File: config.mk
export PLATFORM = sky130hd
export DESIGN_NAME = fish_tracker
export DESIGN_NICKNAME = d
export VERILOG_FILES = /design/src/rtl/fish_pkg.sv /design/src/rtl/fish_hit_box.sv /design/src/rtl/fish_tracker.sv
export SDC_FILE = /design/constraint.sdc
export NUM_CORES = 1
export LEC_CHECK = 0
export ABC_AREA = 1
export CORE_ASPECT_RATIO = 1.1
export CORE_MARGIN = 2
export CORE_UTILIZATION = 31
export CTS_BUF_LIST = sky130_fd_sc_hd__clkbuf_16
export DETAILED_ROUTE_END_ITERATION = 6
export DONT_BUFFER_PORTS = 1
export GPL_TIMING_DRIVEN = 0
export PLACE_DENSITY = 0.48
export SLEW_MARGIN = 30
export SYNTH_ARGS = -nofsm -noshare
export SYNTH_HDL_FRONTEND = slang
export SYNTH_SLANG_ARGS = --single-unit
File: constraint.sdc
create_clock -name clk -period 6.4 [get_ports clk]
set_input_delay 0.96 -clock clk [delete_from_list [all_inputs] [get_ports clk]]
set_output_delay 0.96 -clock clk [all_outputs]
set_load 0.01 [all_outputs]
File: src/rtl/fish_pkg.sv
// Shared fish types and screen constants for the movement generator, tracker and renderer.
package fish_pkg;

  localparam int unsigned H_MAX   = 640;
  localparam int unsigned V_MAX   = 480;
  localparam int unsigned POS_W   = 10;
  localparam int unsigned ARITH_W = 11;
  localparam int unsigned STEP_W  = 3;
  localparam int unsigned WAY_W   = 2;

  typedef enum logic [1:0] {
    IDLE   = 2'd0,
    SWIM   = 2'd1,
    HOOKED = 2'd2,
    DONE   = 2'd3
  } fish_state_e;

  typedef enum logic [WAY_W-1:0] {
    WAY_LEFT  = 2'd0,
    WAY_RIGHT = 2'd1,
    WAY_UP    = 2'd2,
    WAY_RSVD  = 2'd3
  } fish_way_e;

  // The reserved encoding swims left.
  function automatic fish_way_e norm_way(input logic [WAY_W-1:0] w);
    return (w == 2'd3) ? WAY_LEFT : fish_way_e'(w);
  endfunction

endpackage

File: src/rtl/fish_hit_box.sv
// Combinational point-in-box test against a FISH_W x FISH_H box anchored at its top-left corner.
module fish_hit_box
  import fish_pkg::*;
#(
  parameter int unsigned FISH_W = 32,
  parameter int unsigned FISH_H = 16
) (
  input  logic [POS_W-1:0] px,
  input  logic [POS_W-1:0] py,
  input  logic [POS_W-1:0] box_x,
  input  logic [POS_W-1:0] box_y,
  output logic             inside_c
);

  logic [ARITH_W-1:0] px_w, py_w, bx_w, by_w;

  assign px_w = ARITH_W'(px);
  assign py_w = ARITH_W'(py);
  assign bx_w = ARITH_W'(box_x);
  assign by_w = ARITH_W'(box_y);

  // Widened so the far edge cannot wrap near the screen border.
  assign inside_c = (px_w >= bx_w) && (px_w < bx_w + ARITH_W'(FISH_W)) &&
                    (py_w >= by_w) && (py_w < by_w + ARITH_W'(FISH_H));

endmodule

File: src/rtl/fish_tracker.sv
// Fish position integrator and life-cycle FSM (spawn, swim, hooked, done) with scan hit flag.
// Optional FISH_RELEASE_EN: dropping the hook while hooked returns the fish to SWIM.
module fish_tracker #(
  parameter int unsigned FISH_W    = 32,
  parameter int unsigned FISH_H    = 16,
  parameter int unsigned H_MAX     = fish_pkg::H_MAX,
  parameter int unsigned V_MAX     = fish_pkg::V_MAX,
  parameter int unsigned START_V   = 240,
  parameter int unsigned SURFACE_V = 40
) (
  input  logic                          clk,
  input  logic                          rst,
  input  logic                          appear,
  input  logic [fish_pkg::WAY_W-1:0]    way,
  input  logic [fish_pkg::STEP_W-1:0]   hm,
  input  logic [fish_pkg::STEP_W-1:0]   vm,
  input  logic                          hook_active,
  input  logic [fish_pkg::POS_W-1:0]    hook_x,
  input  logic [fish_pkg::POS_W-1:0]    hook_y,
  input  logic [fish_pkg::POS_W-1:0]    h,
  input  logic [fish_pkg::POS_W-1:0]    v,
  output logic [fish_pkg::POS_W-1:0]    fish_x,
  output logic [fish_pkg::POS_W-1:0]    fish_y,
  output logic [1:0]                    state,
  output logic                          caught,
  output logic                          landed,
  output logic                          escaped,
  output logic                          pixel_on
);
  import fish_pkg::*;

  localparam int unsigned AW = ARITH_W;
  localparam logic [AW-1:0] X_LIM    = AW'(H_MAX - FISH_W);
  localparam logic [AW-1:0] Y_LIM    = AW'(V_MAX - FISH_H);
  localparam logic [AW-1:0] HALF_W   = AW'(FISH_W / 2);
  localparam logic [AW-1:0] START_Y  = AW'(START_V);
  localparam logic [AW-1:0] SURF_Y   = AW'(SURFACE_V);
  localparam logic [AW-1:0] UP_X     = AW'(H_MAX / 2 - FISH_W / 2);

  fish_state_e        state_q, state_nx;
  fish_way_e          way_q, way_nx, spawn_way;
  logic [AW-1:0]      x_w, y_w, hm_w, vm_w, hook_x_w, hook_y_w;
  logic [AW-1:0]      x_nx, y_nx, hooked_x, hooked_y;
  logic               caught_nx, landed_nx, escaped_nx, pixel_nx;
  logic               catch_hit_c, pix_hit_c, catch_c, escape_c, land_c, release_c;

  fish_hit_box #(.FISH_W(FISH_W), .FISH_H(FISH_H)) u_catch_box (
    .px(hook_x), .py(hook_y), .box_x(fish_x), .box_y(fish_y), .inside_c(catch_hit_c)
  );

  fish_hit_box #(.FISH_W(FISH_W), .FISH_H(FISH_H)) u_pixel_box (
    .px(h), .py(v), .box_x(fish_x), .box_y(fish_y), .inside_c(pix_hit_c)
  );

  assign x_w       = AW'(fish_x);
  assign y_w       = AW'(fish_y);
  assign hm_w      = AW'(hm);
  assign vm_w      = AW'(vm);
  assign hook_x_w  = AW'(hook_x);
  assign hook_y_w  = AW'(hook_y);
  assign spawn_way = norm_way(way);

  assign catch_c = hook_active && catch_hit_c;
  assign land_c  = (hook_y_w < SURF_Y);

`ifdef FISH_RELEASE_EN
  assign release_c = !hook_active;
`else
  assign release_c = 1'b0;
`endif

  // Escape is judged against the step about to be applied.
  always_comb begin
    escape_c = 1'b0;
    unique case (way_q)
      WAY_RIGHT: escape_c = (x_w + hm_w > X_LIM);
      WAY_UP:    escape_c = (y_w <= vm_w);
      default:   escape_c = (x_w <= hm_w);
    endcase
  end

  // Hooked fish is centred on the hook tip and kept on screen.
  always_comb begin
    hooked_x = (hook_x_w < HALF_W) ? '0 : hook_x_w - HALF_W;
    if (hooked_x > X_LIM) hooked_x = X_LIM;
    hooked_y = (hook_y_w > Y_LIM) ? Y_LIM : hook_y_w;
  end

  always_ff @(posedge clk or negedge rst) begin
    if (!rst) begin
      state_q  <= IDLE;
      way_q    <= WAY_LEFT;
      fish_x   <= '0;
      fish_y   <= '0;
      caught   <= 1'b0;
      landed   <= 1'b0;
      escaped  <= 1'b0;
      pixel_on <= 1'b0;
    end else begin
      state_q  <= state_nx;
      way_q    <= way_nx;
      fish_x   <= POS_W'(x_nx);
      fish_y   <= POS_W'(y_nx);
      caught   <= caught_nx;
      landed   <= landed_nx;
      escaped  <= escaped_nx;
      pixel_on <= pixel_nx;
    end
  end

  // Despawn outranks every other transition; catch outranks escape.
  always_comb begin
    state_nx = state_q;
    unique case (state_q)
      IDLE:   if (appear) state_nx = SWIM;
      SWIM: begin
        if (!appear)       state_nx = IDLE;
        else if (catch_c)  state_nx = HOOKED;
        else if (escape_c) state_nx = DONE;
      end
      HOOKED: begin
        if (!appear)        state_nx = IDLE;
        else if (land_c)    state_nx = DONE;
        else if (release_c) state_nx = SWIM;
      end
      DONE:   if (!appear) state_nx = IDLE;
    endcase
  end

  always_comb begin
    way_nx     = way_q;
    x_nx       = x_w;
    y_nx       = y_w;
    caught_nx  = 1'b0;
    landed_nx  = 1'b0;
    escaped_nx = 1'b0;
    pixel_nx   = ((state_q == SWIM) || (state_q == HOOKED)) && pix_hit_c;
    unique case (state_q)
      IDLE: begin
        if (appear) begin
          way_nx = spawn_way;
          unique case (spawn_way)
            WAY_RIGHT: begin x_nx = '0;   y_nx = START_Y; end
            WAY_UP:    begin x_nx = UP_X; y_nx = Y_LIM;   end
            default:   begin x_nx = X_LIM; y_nx = START_Y; end
          endcase
        end
      end
      SWIM: begin
        if (appear) begin
          if (catch_c)       caught_nx  = 1'b1;
          else if (escape_c) escaped_nx = 1'b1;
          else begin
            unique case (way_q)
              WAY_RIGHT: x_nx = x_w + hm_w;
              WAY_UP:    y_nx = y_w - vm_w;
              default:   x_nx = x_w - hm_w;
            endcase
          end
        end
      end
      HOOKED: begin
        if (appear) begin
          landed_nx = land_c;
          if (land_c || !release_c) begin
            x_nx = hooked_x;
            y_nx = hooked_y;
          end
        end
      end
      DONE: ;
    endcase
  end

  assign state = state_q;

endmodule

# == Word-level counts from Yosys, hierarchy flattened ==
# Index checks and enable logic that the tools add are counted.
# word_totals
wordCells,100
register_bits,28
output_inout_bits,26
input_bits,52
# op_classes
addsub,6
n_reduce_logical,15
eq_ne,18
n_mux,38
n_lt_le_gt_ge,15
# ops
op,n
two-way mux 10 bit,13
one-hot mux 10 bit (3 select lines),2
< comparator 10 x 11 -> 1 bit,4
greater-or-equal comparator 10 bit,4
one-hot mux 10 bit (2 select lines),2
"> comparator 11 x 10 -> 1 bit, second input constant",2
<= comparator 10 x 3 -> 1 bit,2
subtractor 10 x 3 -> 10 bit,2
two-way mux 2 bit,8
"inequality test 2 bit, second input constant",7
AND reduction 7 bit,2
adder 10 x 3 -> 11 bit,1
"adder 10 x 5 -> 11 bit, second input constant",1
"adder 10 x 6 -> 11 bit, second input constant",1
two-way mux 11 bit,1
"subtractor 10 x 5 -> 11 bit, second input constant",1
"equality test 2 bit, second input constant",5
"> comparator 10 x 9 -> 1 bit, second input constant",1
"< comparator 10 x 5 -> 1 bit, second input constant",1
"< comparator 10 x 6 -> 1 bit, second input constant",1
two-way mux 1 bit,9
two-way mux 9 bit,1
logical AND 1 bit,8
one-hot mux 2 bit (4 select lines),1
10 further kinds,12

# == Depth between registers and ports, before layout ==
# logic_depth
depth_word,9
ltp_mapped,20
mapped_depth_nobuf,20

# == Hierarchy ==
# A second synthesis with hierarchy kept.
# unflattened
hier_cells,776
hier_area_um2,4989.8
# by_module_without_submodules
module,cells_each,seq_area_each_um2,area_each_um2,instances
fish_tracker,442,700.7,2967.8,1
fish_hit_box,167,0.0,1011.0,2

# == Least setup slack after synthesis ==
# OpenSTA, ideal clock, no wires.
# synth_path
kind,input-to-reg
from,in hm[0] (netlist name)
to,reg fish_y[7] (netlist name)
path_stages,18
required_time_ps,6283
t_arrival_ps,2727
n_path_buf,1
setup_ps,117
setup_slack_ps,3556
path_cell_list,ha_1 -> inv_1 -> fa_1 -> o21ai_4 -> nand2_1 -> nand2_1 -> nand2_1 -> nor2_1 -> nand2_1 -> nand2_1 -> nand2_1 -> nand2_1 -> nand2_1 -> nand2_2 -> nand3_4 -> buf_8 -> nand4_1 -> nand2_1
# synth_via
elab_chain_len,5
elab_cells_between_ends,6
classes_between,1 x add/sub; 2 x order compare; 1 x eq/ne; 1 x mux; 1 x reduce/logical
# synth_rtl
element,line,text
"start, declared",fish_tracker.sv:15,"input logic [fish_pkg::STEP_W-1:0] hm,"
adder 10 x 3 -> 11 bit,--,
> comparator 11 x 10 -> 1 bit,fish_tracker.sv:76,WAY_RIGHT: escape_c = (x_w + hm_w > X_LIM);
one-hot mux 1 bit (2 select lines) *,fish_tracker.sv:75,unique case (way_q)
inequality test 2 bit (no source line) *,--,
AND reduction 7 bit (no source line) *,--,
"end signal, assigned",fish_tracker.sv:103,fish_y <= POS_W'(y_nx);
"end, declared",fish_tracker.sv:23,"output logic [fish_pkg::POS_W-1:0] fish_y,"
# Every way passes the cells marked *; elsewhere a longest branch is shown, timed or not.
# A chain may end at the register's enable or synchronous reset.

# == Worst setup path in the final report ==
# layout_path
from,reg fish_x[5] (netlist name)
to,reg fish_y[8] (netlist name)
# layout_via
elab_chain_len,8
elab_cells_between_ends,14
classes_between,2 x add/sub; 4 x order compare; 2 x eq/ne; 1 x mux; 5 x reduce/logical
# layout_rtl
element,line,text
"start, declared",fish_tracker.sv:22,"output logic [fish_pkg::POS_W-1:0] fish_x,"
"start signal, assigned",fish_tracker.sv:102,fish_x <= POS_W'(x_nx);
adder 10 x 6 -> 11 bit,fish_hit_box.sv:23,assign inside_c = (px_w >= bx_w) && (px_w < bx_w + ARITH_W'(FISH_W)) &&
< comparator 10 x 11 -> 1 bit,fish_hit_box.sv:23,
logical AND 1 bit (2 in series),fish_hit_box.sv:23,
logical AND 1 bit,fish_hit_box.sv:24,(py_w >= by_w) && (py_w < by_w + ARITH_W'(FISH_H));
logical AND 1 bit,fish_tracker.sv:63,assign catch_c = hook_active && catch_hit_c;
inequality test 2 bit (no source line),--,
AND reduction 7 bit (no source line) *,--,
# Marked as above.

==> results.json <==
{
  "htree_levels": 1,
  "netlist_top_cells_area": "ha_1, nand2_1, dfrtp_1",
  "cp_max_fo": 10,
  "drive_above_1_share": 0.0477,
  "ys_seq_area_frac": 0.147,
  "critPathSlowestCell": "dfrtp_1",
  "finalWirelength_mm": 15.5,
  "routabilityCongestion": 0.928,
  "cp_cell_sequence": "ha_1 -> nand3_1 -> xor2_1 -> inv_1 -> ha_1 -> a21oi_1 -> o21ai_1 -> a21oi_2 -> nand3_1 -> nor2_2 -> nand2_4 -> buf_6 -> nand4_1 -> nand2_1",
  "netlist_instances": 730,
  "ys_ff_latch": 28,
  "yosysWarnings": 0,
  "grt_max_degree": 29,
  "core_area_mm2": 0.0151,
  "synth_edf_count": 0,
  "synthArstFlopShare": 1.00,
  "io_pins": 78,
  "fp.dieArea_mm2": 0.0164,
  "final_util": 0.341,
  "finalHoldViolCount": 0,
  "cts_num_sinks": 28,
  "dp_hpwl_mm": 13.1,
  "cp-start-kind": "flip-flop",
  "cts_hold_buf": 0,
  "cts.clk_slew.worst_paths_ns": 0.07,
  "avgSynthCellArea_um2": 6.54,
  "yosys_most_used_dff": "dfrtp_1",
  "fin_area_mm2": 0.00513,
  "cts_setup_buffers": 0,
  "drc": 0,
  "route.met2.wl_mm": 7.71,
  "port_buffers": 0,
  "maxSlewViolCount": 0,
  "crit_type": "reg -> reg",
  "drtPass1Iterations": 5,
  "start_util": 0.317,
  "worst_pin_slew_ns": 0.546,
  "nFillCells": 1699,
  "rsz0062_at_grt": "false",
  "root_buffer": "clkbuf_16",
  "via_count": 4819,
  "layout_commonest_cell": "nand2_1",
  "outcome": "completed",
  "setup_viol": 0,
  "grtUsageTotal": 0.190,
  "ir_drop_v": 0.000148,
  "seq_area_um2": 701,
  "die_y_um": 134,
  "timing.rr.end": "fish_y[8]",
  "timing.rr.start": "fish_x[5]",
  "finalCriticalPeriod_ns": 3.04,
  "grt_pass1_vias": 4869,
  "dpl_cell_area_mm2": 0.00502,
  "p_leak_uw": 0.00262,
  "clock_path_buffers": 2,
  "antennaDiodeCount": 0,
  "grt_pass1_wl_mm": 24.7,
  "required_ns": 6.56,
  "yosysTopAreaCellShare": 0.233,
  "clock.fmax_mhz": 329,
  "drtIter0Drc": 253,
  "yosysTopAreaCell": "ha_1",
  "syn-num-nets": 874,
  "setup_tns_ns": 0,
  "worstSetupStartpoint": "fish_x[5]",
  "p_per_area_mw_per_mm2": 453,
  "drv_cap": 0,
  "avgRoutedWirePerCell_um": 16.7,
  "wl_met3_um": 910,
  "max_stage_delay_ns": 0.64,
  "clock-skew-final_ns": 0.00549,
  "antenna_found_initial": 0,
  "overflow": 0,
  "final_cell_mix": "nand2_1, inv_1, ha_1",
  "finalCritPeriodShare": 0.475,
  "synth_cell_types": 43,
  "cp.arrival_ns": 3.20,
  "slew_headroom": 0.636,
  "syn2layout_area_growth_pct": 7.33,
  "detail-route-antenna-nets": 0,
  "cts_buffers": 3,
  "syn-cell-area_mm2": 0.00478,
  "row_count": 47,
  "vias_per_cell": 5.18,
  "clkLatencyLatePin_ns": 0.27,
  "nets": 879,
  "die_x_um": 122,
  "top_layer": "met4",
  "wirelength_met1_mm": 6.77,
  "r2r_cells": 14,
  "multi_input_area_mm2": 0.00361,
  "cts_tree": "yes",
  "cts_resized": 0,
  "r2r_slack_ns": 3.36,
  "worstHoldPathType": "in -> async",
  "cp-end-kind": "flip-flop"
}
-- registers in the layout, indices dropped and copies added, names as in the netlist --
signal,flops
way_q,2
fish_y,10
caught,1
landed,1
escaped,1
state,2
pixel_on,1
fish_x,10
-- per-stage QoR --
step	power [uW]	setup slack, ns	hold slack, ns	instances
5_1_grt	2600	3.17	0.364	930
2_1_floorplan	1650	3.56	0.478	730
4_1_cts	2340	3.35	0.372	930
3_3_place_gp	2100	3.20	0.512	926
6_report	2320	3.36	0.378	930
3_5_place_dp	2130	3.16	0.526	926
-- cell usage after synthesis (4+ instances only) --
cell type / number
nand2_1: 194
inv_1: 91
ha_1: 89
nor2_1: 70
a21oi_1: 46
nand3_1: 46
nand4_1: 38
o21ai_0: 36
dfrtp_1: 28
xor2_1: 7
o21a_1: 6
o21bai_1: 6
buf_2: 5
nor3_1: 5
o211ai_1: 5
clkbuf_1: 4
nand2_2: 4
nand3b_1: 4
-- report_power, final --
| part | total [uW] | switching [uW] | internal, uW |
|---|---|---|---|
| combinational | 1730 | 1120 | 608 |
| sequential | 405 | 159 | 246 |
| clock | 189 | 64.5 | 125 |
| total | 2320 | 1340 | 979 |
-- per-layer routing --
layer	track usage	vias up
met2	0.348	121
met4	0.0338	0
li1	-	2459
met3	0.0319	11
met1	0.234	2228
met5	0	-
-- worst max-delay path by stage --
stage,to,slack (ns),depth (start not counted)
2_1_floorplan,fish_y[7],3.56,18
3_3_place_gp,fish_y[8],3.20,18
3_5_place_dp,fish_y[8],3.16,18
4_1_cts,fish_y[8],3.35,14
5_1_grt,fish_y[8],3.17,18
6_report,fish_y[8],3.36,14
-- cell type report --
cell class                 count  share of cell area
sequential                    28               0.137
inverter                      93              0.0681
tap                          196              0.0478
clock buffer                   3              0.0146
clock inverter                 1             0.00586
multi-input combinational    593               0.704
buffer                        16              0.0224
-- worst max-delay path, delay by kind of cell (launching register included) --
family	cells	cell delay [ns]
compound gates	3	0.40
xor+xnor	1	0.19
fa+ha+maj	2	0.60
buf+inv	2	0.29
flops	1	0.64
simple gates	6	0.82
-- logic make-up (layout without fill, tap and decap cells) --
| family | Yosys count | in the layout | share of synthesized area |
|---|---|---|---|
| buf+inv | 109 | 113 | 0.0972 |
| flops | 28 | 28 | 0.147 |
| simple gates | 376 | 376 | 0.353 |
| fa+ha+maj | 92 | 92 | 0.246 |
| xor+xnor | 10 | 10 | 0.0183 |
| compound gates | 115 | 115 | 0.139 |
Note: power is estimated with default switching activity, not from simulation.
